<file path="config.mk">
export PLATFORM = sky130hd
export DESIGN_NAME = p08_vga_sync
export DESIGN_NICKNAME = d
export VERILOG_FILES = /design/src/rtl/p08_vga_pkg.sv /design/src/rtl/p08_vga_wrap_counter.sv /design/src/rtl/p08_vga_sync.sv
export SDC_FILE = /design/constraint.sdc
export NUM_CORES = 1
export LEC_CHECK = 0
export CAP_MARGIN = 20
export CORE_ASPECT_RATIO = 0.6
export CORE_MARGIN = 5
export CORE_UTILIZATION = 49
export DETAILED_ROUTE_END_ITERATION = 6
export GPL_TIMING_DRIVEN = 0
export PLACE_DENSITY = 0.8
export SYNTH_ARGS = -nofsm -noshare
export SYNTH_HDL_FRONTEND = slang
export SYNTH_SLANG_ARGS = --single-unit
</file>
<file path="constraint.sdc">
create_clock -name clk -period 3.17 [get_ports clk]
set_input_delay 0.634 -clock clk [delete_from_list [all_inputs] [get_ports clk]]
set_output_delay 0.634 -clock clk [all_outputs]
set_load 0.02 [all_outputs]
</file>
<file path="src/rtl/p08_vga_pkg.sv">
// p08_vga_pkg: shared VGA timing definitions for the sync generator, layer
// generators and pixel mux.
//   - default 640x480@60 timing constants and the derived line/frame totals
//   - position width and position type
//   - in_window(): half-open range test used for sync pulse decoding
package p08_vga_pkg;

   localparam int unsigned VGA_POS_W   = 10;

   localparam int unsigned VGA_H_VIEW  = 640;
   localparam int unsigned VGA_H_FRONT = 16;
   localparam int unsigned VGA_H_SYNC  = 96;
   localparam int unsigned VGA_H_BACK  = 48;
   localparam int unsigned VGA_V_VIEW  = 480;
   localparam int unsigned VGA_V_FRONT = 10;
   localparam int unsigned VGA_V_SYNC  = 2;
   localparam int unsigned VGA_V_BACK  = 33;

   localparam int unsigned VGA_H_TOTAL = VGA_H_VIEW + VGA_H_FRONT + VGA_H_SYNC + VGA_H_BACK;
   localparam int unsigned VGA_V_TOTAL = VGA_V_VIEW + VGA_V_FRONT + VGA_V_SYNC + VGA_V_BACK;

   typedef logic [VGA_POS_W-1:0] vga_pos_t;

   // True when pos lies in [lo, lo+len).
   function automatic logic in_window(vga_pos_t pos, int unsigned lo, int unsigned len);
      return (32'(pos) >= lo) && (32'(pos) < lo + len);
   endfunction

endpackage

</file>
<file path="src/rtl/p08_vga_wrap_counter.sv">
// p08_vga_wrap_counter: modulo (MAX+1) up-counter used for the VGA beam
// position.
//   clk        in   clock
//   rst_n      in   asynchronous active-low reset; value resets to MAX
//   inc        in   advance the count on this clock edge
//   value      out  current count (registered)
//   value_next out  count that will be loaded on the next edge
//   wrap       out  inc is high while value == MAX (count returns to 0)
module p08_vga_wrap_counter #(
   parameter int unsigned MAX   = 799,
   parameter int unsigned WIDTH = 10
) (
   input  logic             clk,
   input  logic             rst_n,
   input  logic             inc,
   output logic [WIDTH-1:0] value,
   output logic [WIDTH-1:0] value_next,
   output logic             wrap
);

   logic [WIDTH-1:0] value_q;
   logic [WIDTH-1:0] value_d;
   logic             wrap_d;

   always_comb begin
      wrap_d  = inc && (value_q == WIDTH'(MAX));
      value_d = value_q;
      if (wrap_d) begin
         value_d = '0;
      end else if (inc) begin
         value_d = value_q + WIDTH'(1);
      end
   end

   always_ff @(posedge clk or negedge rst_n) begin
      if (!rst_n) begin
         value_q <= WIDTH'(MAX);
      end else begin
         value_q <= value_d;
      end
   end

   assign value      = value_q;
   assign value_next = value_d;
   assign wrap       = wrap_d;

endmodule

</file>
<file path="src/rtl/p08_vga_sync.sv">
// p08_vga_sync: VGA timing generator, producer side of the pixel-mux
// interface.
//   clk          in   system clock
//   rst_n        in   asynchronous active-low reset
//   en           in   pixel advance enable (tie high when clk is the pixel clock)
//   hpos         out  current column, 0..H_TOTAL-1
//   vpos         out  current line, 0..V_TOTAL-1
//   visible      out  hpos < H_VIEW and vpos < V_VIEW
//   hsync        out  horizontal sync, active level HSYNC_POL
//   vsync        out  vertical sync, active level VSYNC_POL
//   line_end     out  one-clock pulse when hpos wraps to 0
//   frame_start  out  one-clock pulse when (hpos,vpos) becomes (0,0)
//   frame_count  out  8-bit frame counter, present only when the macro
//                     VGA_SYNC_FRAME_COUNT_EN is defined
// Reset parks the beam at (H_TOTAL-1, V_TOTAL-1) so the first enabled
// pixel is (0,0) with frame_start asserted.
module p08_vga_sync
   import p08_vga_pkg::*;
#(
   parameter int unsigned H_VIEW    = VGA_H_VIEW,
   parameter int unsigned H_FRONT   = VGA_H_FRONT,
   parameter int unsigned H_SYNC    = VGA_H_SYNC,
   parameter int unsigned H_BACK    = VGA_H_BACK,
   parameter int unsigned V_VIEW    = VGA_V_VIEW,
   parameter int unsigned V_FRONT   = VGA_V_FRONT,
   parameter int unsigned V_SYNC    = VGA_V_SYNC,
   parameter int unsigned V_BACK    = VGA_V_BACK,
   parameter bit          HSYNC_POL = 1'b0,
   parameter bit          VSYNC_POL = 1'b0
) (
   input  logic                 clk,
   input  logic                 rst_n,
   input  logic                 en,
   output logic [VGA_POS_W-1:0] hpos,
   output logic [VGA_POS_W-1:0] vpos,
   output logic                 visible,
   output logic                 hsync,
   output logic                 vsync,
   output logic                 line_end,
   output logic                 frame_start
`ifdef VGA_SYNC_FRAME_COUNT_EN
   ,
   output logic [7:0]           frame_count
`endif
);

   localparam int unsigned H_TOT = H_VIEW + H_FRONT + H_SYNC + H_BACK;
   localparam int unsigned V_TOT = V_VIEW + V_FRONT + V_SYNC + V_BACK;

   if ((H_TOT > (1 << VGA_POS_W)) || (V_TOT > (1 << VGA_POS_W))) begin : g_bad_timing
      $error("p08_vga_sync: H_TOTAL and V_TOTAL must each be <= 1024");
   end

   logic [VGA_POS_W-1:0] h_next;
   logic [VGA_POS_W-1:0] v_next;
   logic                 h_wrap;
   logic                 v_wrap;
   logic                 v_inc;

   assign v_inc = en & h_wrap;

   p08_vga_wrap_counter #(
      .MAX   (H_TOT - 1),
      .WIDTH (VGA_POS_W)
   ) u_hcnt (
      .clk        (clk),
      .rst_n      (rst_n),
      .inc        (en),
      .value      (hpos),
      .value_next (h_next),
      .wrap       (h_wrap)
   );

   p08_vga_wrap_counter #(
      .MAX   (V_TOT - 1),
      .WIDTH (VGA_POS_W)
   ) u_vcnt (
      .clk        (clk),
      .rst_n      (rst_n),
      .inc        (v_inc),
      .value      (vpos),
      .value_next (v_next),
      .wrap       (v_wrap)
   );

   logic visible_q, visible_d;
   logic hsync_q, hsync_d;
   logic vsync_q, vsync_d;
   logic line_end_q, line_end_d;
   logic frame_start_q, frame_start_d;

   // Flags decode the counters' next values so they register in the same
   // edge as the position they describe. With en low the next values equal
   // the current ones, so the flags hold while the pulses fall.
   always_comb begin
      visible_d     = (32'(h_next) < H_VIEW) && (32'(v_next) < V_VIEW);
      hsync_d       = in_window(h_next, H_VIEW + H_FRONT, H_SYNC) ? HSYNC_POL : ~HSYNC_POL;
      vsync_d       = in_window(v_next, V_VIEW + V_FRONT, V_SYNC) ? VSYNC_POL : ~VSYNC_POL;
      line_end_d    = h_wrap;
      frame_start_d = v_wrap;
   end

   always_ff @(posedge clk or negedge rst_n) begin
      if (!rst_n) begin
         visible_q     <= 1'b0;
         hsync_q       <= ~HSYNC_POL;
         vsync_q       <= ~VSYNC_POL;
         line_end_q    <= 1'b0;
         frame_start_q <= 1'b0;
      end else begin
         visible_q     <= visible_d;
         hsync_q       <= hsync_d;
         vsync_q       <= vsync_d;
         line_end_q    <= line_end_d;
         frame_start_q <= frame_start_d;
      end
   end

   assign visible     = visible_q;
   assign hsync       = hsync_q;
   assign vsync       = vsync_q;
   assign line_end    = line_end_q;
   assign frame_start = frame_start_q;

`ifdef VGA_SYNC_FRAME_COUNT_EN
   logic [7:0] frame_count_q, frame_count_d;

   always_comb begin
      frame_count_d = frame_count_q + {7'd0, frame_start_d};
   end

   always_ff @(posedge clk or negedge rst_n) begin
      if (!rst_n) begin
         frame_count_q <= '0;
      end else begin
         frame_count_q <= frame_count_d;
      end
   end

   assign frame_count = frame_count_q;
`endif

endmodule

</file>
# ---- Word-level counts from Yosys, hierarchy flattened
# Index checks and enable logic that the tools add are counted.
dict set report totals {
  output_inout_bits 25
  wordCells 29
  ff_bits 25
  in_bits 3
}
dict set report classes {
  n_addsub 2
  eq_ne 2
  n_bitwise 1
  muxes 6
  n_lt_le_gt_ge 6
  n_reduce_logical 5
}
# cell n
set op_table {}
lappend op_table {{$mux 10} 4}
lappend op_table {{$add 10x1->10 const B} 2}
lappend op_table {{$eq 10x10->1 const B} 2}
lappend op_table {{$lt 10x10->1 const B} 2}
lappend op_table {{$lt 10x9->1 const B} 2}
lappend op_table {{$ge 10x10->1 const B} 1}
lappend op_table {{$ge 10x9->1 const B} 1}
lappend op_table {{$logic_and 1x1->1} 5}
lappend op_table {{$mux 1} 2}
lappend op_table {{$and 1x1->1} 1}

# ---- Logic depth before layout (Yosys ltp)
dict set report logic_depth {
  word_depth 8
  depth_mapped 10
}

# ---- Modules after synthesis
# From an unflattened synthesis, not the netlist that was laid out.
dict set report unflattened {
  hier_cells 111
  area_unflattened_um2 1237.4
}
# module cells_each n_inst area_per_inst_um2 seq_area_each_um2
set modules_own_cells {}
lappend modules_own_cells {{p08_vga_wrap_counter (u_hcnt)} 48 1 528.0 259.0}
lappend modules_own_cells {{p08_vga_wrap_counter (u_vcnt)} 48 1 513.0 254.0}
lappend modules_own_cells {p08_vga_sync 15 1 196.4 127.6}

# ---- Least setup slack after synthesis
# No wires, ideal clock.
dict set report synth_path {
  path_type {reg-to-reg}
  startpoint {reg u_hcnt.value_q[0] (netlist: u_hcnt.value[0])}
  endpoint {reg visible_q (netlist: visible)}
  arrival_ns 2.430
  required_time_ns 3.090
  path_buffers 1
  path_slack_ns 0.660
  path_stages_with_launch 9
  path_cell_list {dfstp_2 ha_1 nand3_1 or4_4 buf_6 or4_4 o2111a_1 and3_4 nor3_2}
}
dict set report synth_via {
  elab_chain_cells 7
  word_cells_on_any_way 12
}
# item line
set synth_rtl {}
lappend synth_rtl {{start: declaration} p08_vga_wrap_counter.sv:21} ;# logic [WIDTH-1:0] value_q;
lappend synth_rtl {{start signal: assignment} p08_vga_wrap_counter.sv:37} ;# value_q <= WIDTH'(MAX);
lappend synth_rtl {{start signal: assignment} p08_vga_wrap_counter.sv:39} ;# value_q <= value_d;
lappend synth_rtl {{branches (longest 6 deep; another with $add 10x1->10)} -}
lappend synth_rtl {{$logic_and 1x1->1 *} p08_vga_sync.sv:96} ;# visible_d = (32'(h_next) < H_VIEW) && (32'(v_next) < V_VIEW);
lappend synth_rtl {{net visible_d} p08_vga_sync.sv:86} ;# logic visible_q, visible_d;
lappend synth_rtl {{end signal: assignment} p08_vga_sync.sv:111} ;# visible_q <= visible_d;
lappend synth_rtl {{end: declaration} p08_vga_sync.sv:86}
# Mark *: on every way through the listed nets, which the timed path passes.

# ---- Final worst setup path
dict set report layout_path {
  startpoint {in en}
  endpoint {reg visible_q (netlist: visible)}
}
dict set report layout_via {
  elab_chain_cells 6
  word_cells_on_any_way 10
}
# item line
set layout_rtl {}
lappend layout_rtl {{start: declaration} p08_vga_sync.sv:33} ;# input logic en,
lappend layout_rtl {{$logic_and 1x1->1} p08_vga_wrap_counter.sv:26} ;# wrap_d = inc && (value_q == WIDTH'(MAX));
lappend layout_rtl {{$and 1x1->1} p08_vga_sync.sv:60} ;# assign v_inc = en & h_wrap;
lappend layout_rtl {{$mux 10 / $logic_and 1x1->1 (equally long branches)} {p08_vga_wrap_counter.sv:30, p08_vga_wrap_counter.sv:26}}
lappend layout_rtl {{$mux 10} p08_vga_wrap_counter.sv:28} ;# if (wrap_d) begin
lappend layout_rtl {{$lt 10x9->1} p08_vga_sync.sv:96}
lappend layout_rtl {{$logic_and 1x1->1 *} p08_vga_sync.sv:96}
lappend layout_rtl {{net visible_d} p08_vga_sync.sv:86}
# The timed path passes the listed nets; every way through them passes the cells marked *.

==> results.txt <==
status: finished clean
Distinct cells, synth: 33
row count: 14
Max stage delay cell, worst path: clkdlybuf4s50_1
Layout area overhead: 30.6%
largest net degree at the start of global routing: 26
cells after synthesis: 117
Mapped Nets: 123
Longest Clk Path Bufs: 2
Post-Synthesis Cell Area: 0.00126 mm2
Max Cap Viol: 0
1st-iter DRT viols: 68
CP peak stage delay: 590 ps
Yosys warnings: 0
Worst-path clk slew: 90 ps
Die W: 75.4 um
final worst setup slack: 353 ps
most common cell after layout, fill and taps aside: clkdlybuf4s50_1
Slew @ Worst Pin: 503 ps
Die ar.: 0.00371 mm2
final antenna-violating net count: 0
DP Wirelength: 2070 um
Setup Buffers After CTS: 0
crit start category: input pin
Max Slew Vio Count: 0
CP Class: in2reg
area leader, netlist: dfrtp_1
CP required: 3370 ps
endpoints failing hold: 0
# diodes: 0
NumNets Final: 156
Avg Vias per Cell: 5.51
Max IR drop VDD: 560 uV
share of cells above drive strength 1: 0.181
Avg Inst Size Synth: 10.7 um2
crit path max fanout: 10
IO Pins: 28
CTS Sinks: 25
most numerous cell on the critical path: or4_4
routability cong.: 0.895
vias in the first global route: 964
hold_sp: u_hcnt.value[2]
CTS tree: built
CTS resizes: 0
Critical Path End Type: flip-flop
post-synthesis sequential area ratio: 0.510
synth top area cells: dfrtp_1, dfstp_2, xnor2_1
DRC: 0
RSZ-0062 raised after global routing: false
utilization after layout: 0.664
Crit path max-delay family: simple AND/OR/NAND/NOR gates
crit path time final: 2820 ps
WP buf/inv: 2
initial antenna violation count: 0
commonest non-fill, non-tap cells in the layout: clkdlybuf4s50_1, nand2_1, dfrtp_1, dfstp_2, nor2_1
Post-CTS Hold Fix Bufs: 0
Worst Setup SP: en
GR Overflow Total: 0
Core ar.: 0.00247 mm2
routed vias: 997
CTS Buf Count: 3
H-tree levels: 1
relative slew slack: 0.662
I/O Buffers: 27
DIE HEIGHT: 49.2 um
gr usage total: 0.166
Peak Freq: 355 MHz
Initial Util: 0.509
leakage power: 0.664 nW
fin crit share: 0.889
Root Buffer Master: clkbuf_8
post-place setup slack: 55.5 ps
Synth top area share: 0.259
final setup fails: 0
RR Startpoint: u_hcnt.value[0]
1st-pass router iterations: 4
Seq cells post-synth: 25
Power Density: 551 mW/mm2
Worst EP arrival: 3020 ps
Worst Hold Class: reg2reg
wire length per cell: 15.4 um
final wirelength: 2780 um
sequence of cells on the critical path: clkdlybuf4s50_1 > nand3_1 > or4_4 > buf_6 > or4_4 > o2111a_1 > and3_4 > nor3_2
Setup Skew: 11.8 ps
setup_tns: 0 ps
first-pass GRT wire length: 4770 um
latest clock arrival within the worst-skew pair: 270 ps
[metal layers]
layer | part of all wire | wire [um] | global-route usage
met5 | 0 | 0 | 0
met4 | 0.012 | 32 | 0.0436
met3 | 0.057 | 159 | 0.0556
met2 | 0.43 | 1190 | 0.241
met1 | 0.51 | 1410 | 0.237
[registers in the layout (all words and copies together) (netlist names)]
| signal | cells |
|---|---|
| u_vcnt.value | 10 |
| u_hcnt.value | 10 |
| visible | 1 |
| line_end | 1 |
| hsync | 1 |
| frame_start | 1 |
| vsync | 1 |
[cell families after synthesis]
logic type	Yosys count	synth area share
muxes	2	0.0169
buffers and inverters	7	0.0339
AOI/OAI and AO/OA	14	0.0777
adders and majority gates	3	0.0299
DFF	25	0.510
and+or+nand+nor	52	0.234
xor gates and xnor gates	14	0.0976
[stage by stage]
step	area, um2	hold WS [ps]	power (mW)	cells
finish	1640	516	0.904	181
global route	1640	538	0.955	181
CTS	1610	522	0.905	180
detailed placement	1570	507	0.716	176
global placement	1570	500	0.706	176
floorplan	1260	338	0.592	117
[final timing paths]
check	end	cells after the start	slack [ps]
max	visible	8	350
min	u_hcnt.value[2]	1	520
max reg2reg	visible	8	610
min reg2reg	u_hcnt.value[2]	1	520
max in group asynchronous	u_hcnt.value[3]	2	2000
min in group asynchronous	u_hcnt.value[6]	1	650
[cells in the mapped netlist]
cell and n:
nand3_1 4, o211ai_1 1, dfrtp_1 13, mux2_2 1, buf_6 2, buf_2 1
and4_1 1, or2_2 1, nand2_1 13, nor2_1 8, nor3_2 1, nand4_1 6
or3_1 4, dfstp_2 12, xnor2_1 7, nand4b_1 2, or4_4 2, nor4_1 1
o21ai_0 2, nor3_1 4, a22o_2 1, and3_4 1, and3_1 3, o31ai_1 3
o32ai_1 1, mux2i_1 1, o2111a_1 1, nand4bb_1 1, ha_1 3, inv_1 4
xor2_1 7, a21oi_1 4, o21a_1 1
[worst reg2reg max path: cells and delay by family (launching register included)]
family,cells,cell delay [ps]
compound gates,1,150
flops,1,570
buf+inv,1,150
fa+ha+maj,1,180
simple gates,5,1460
[power by group]
| part | leakage [nW] | internal, mW | switching (mW) | total (mW) |
|---|---|---|---|---|
| logic | 0.343 | 0.131 | 0.139 | 0.270 |
| clock network | 0.0255 | 0.0880 | 0.101 | 0.189 |
| registers | 0.295 | 0.388 | 0.0577 | 0.446 |
| total | 0.664 | 0.607 | 0.297 | 0.904 |
[layout make-up]
type	instances	area, um2
Buffer	3	27.5
Fill cell	197	830
Inverter	4	15.0
Sequential cell	25	641
Tap cell	32	40.0
Multi-Input combinational cell	85	573
Timing Repair Buffer	28	298
Clock buffer	3	41.3
Clock inverter	1	5.00
Note: power is estimated with default switching activity, not from simulation.
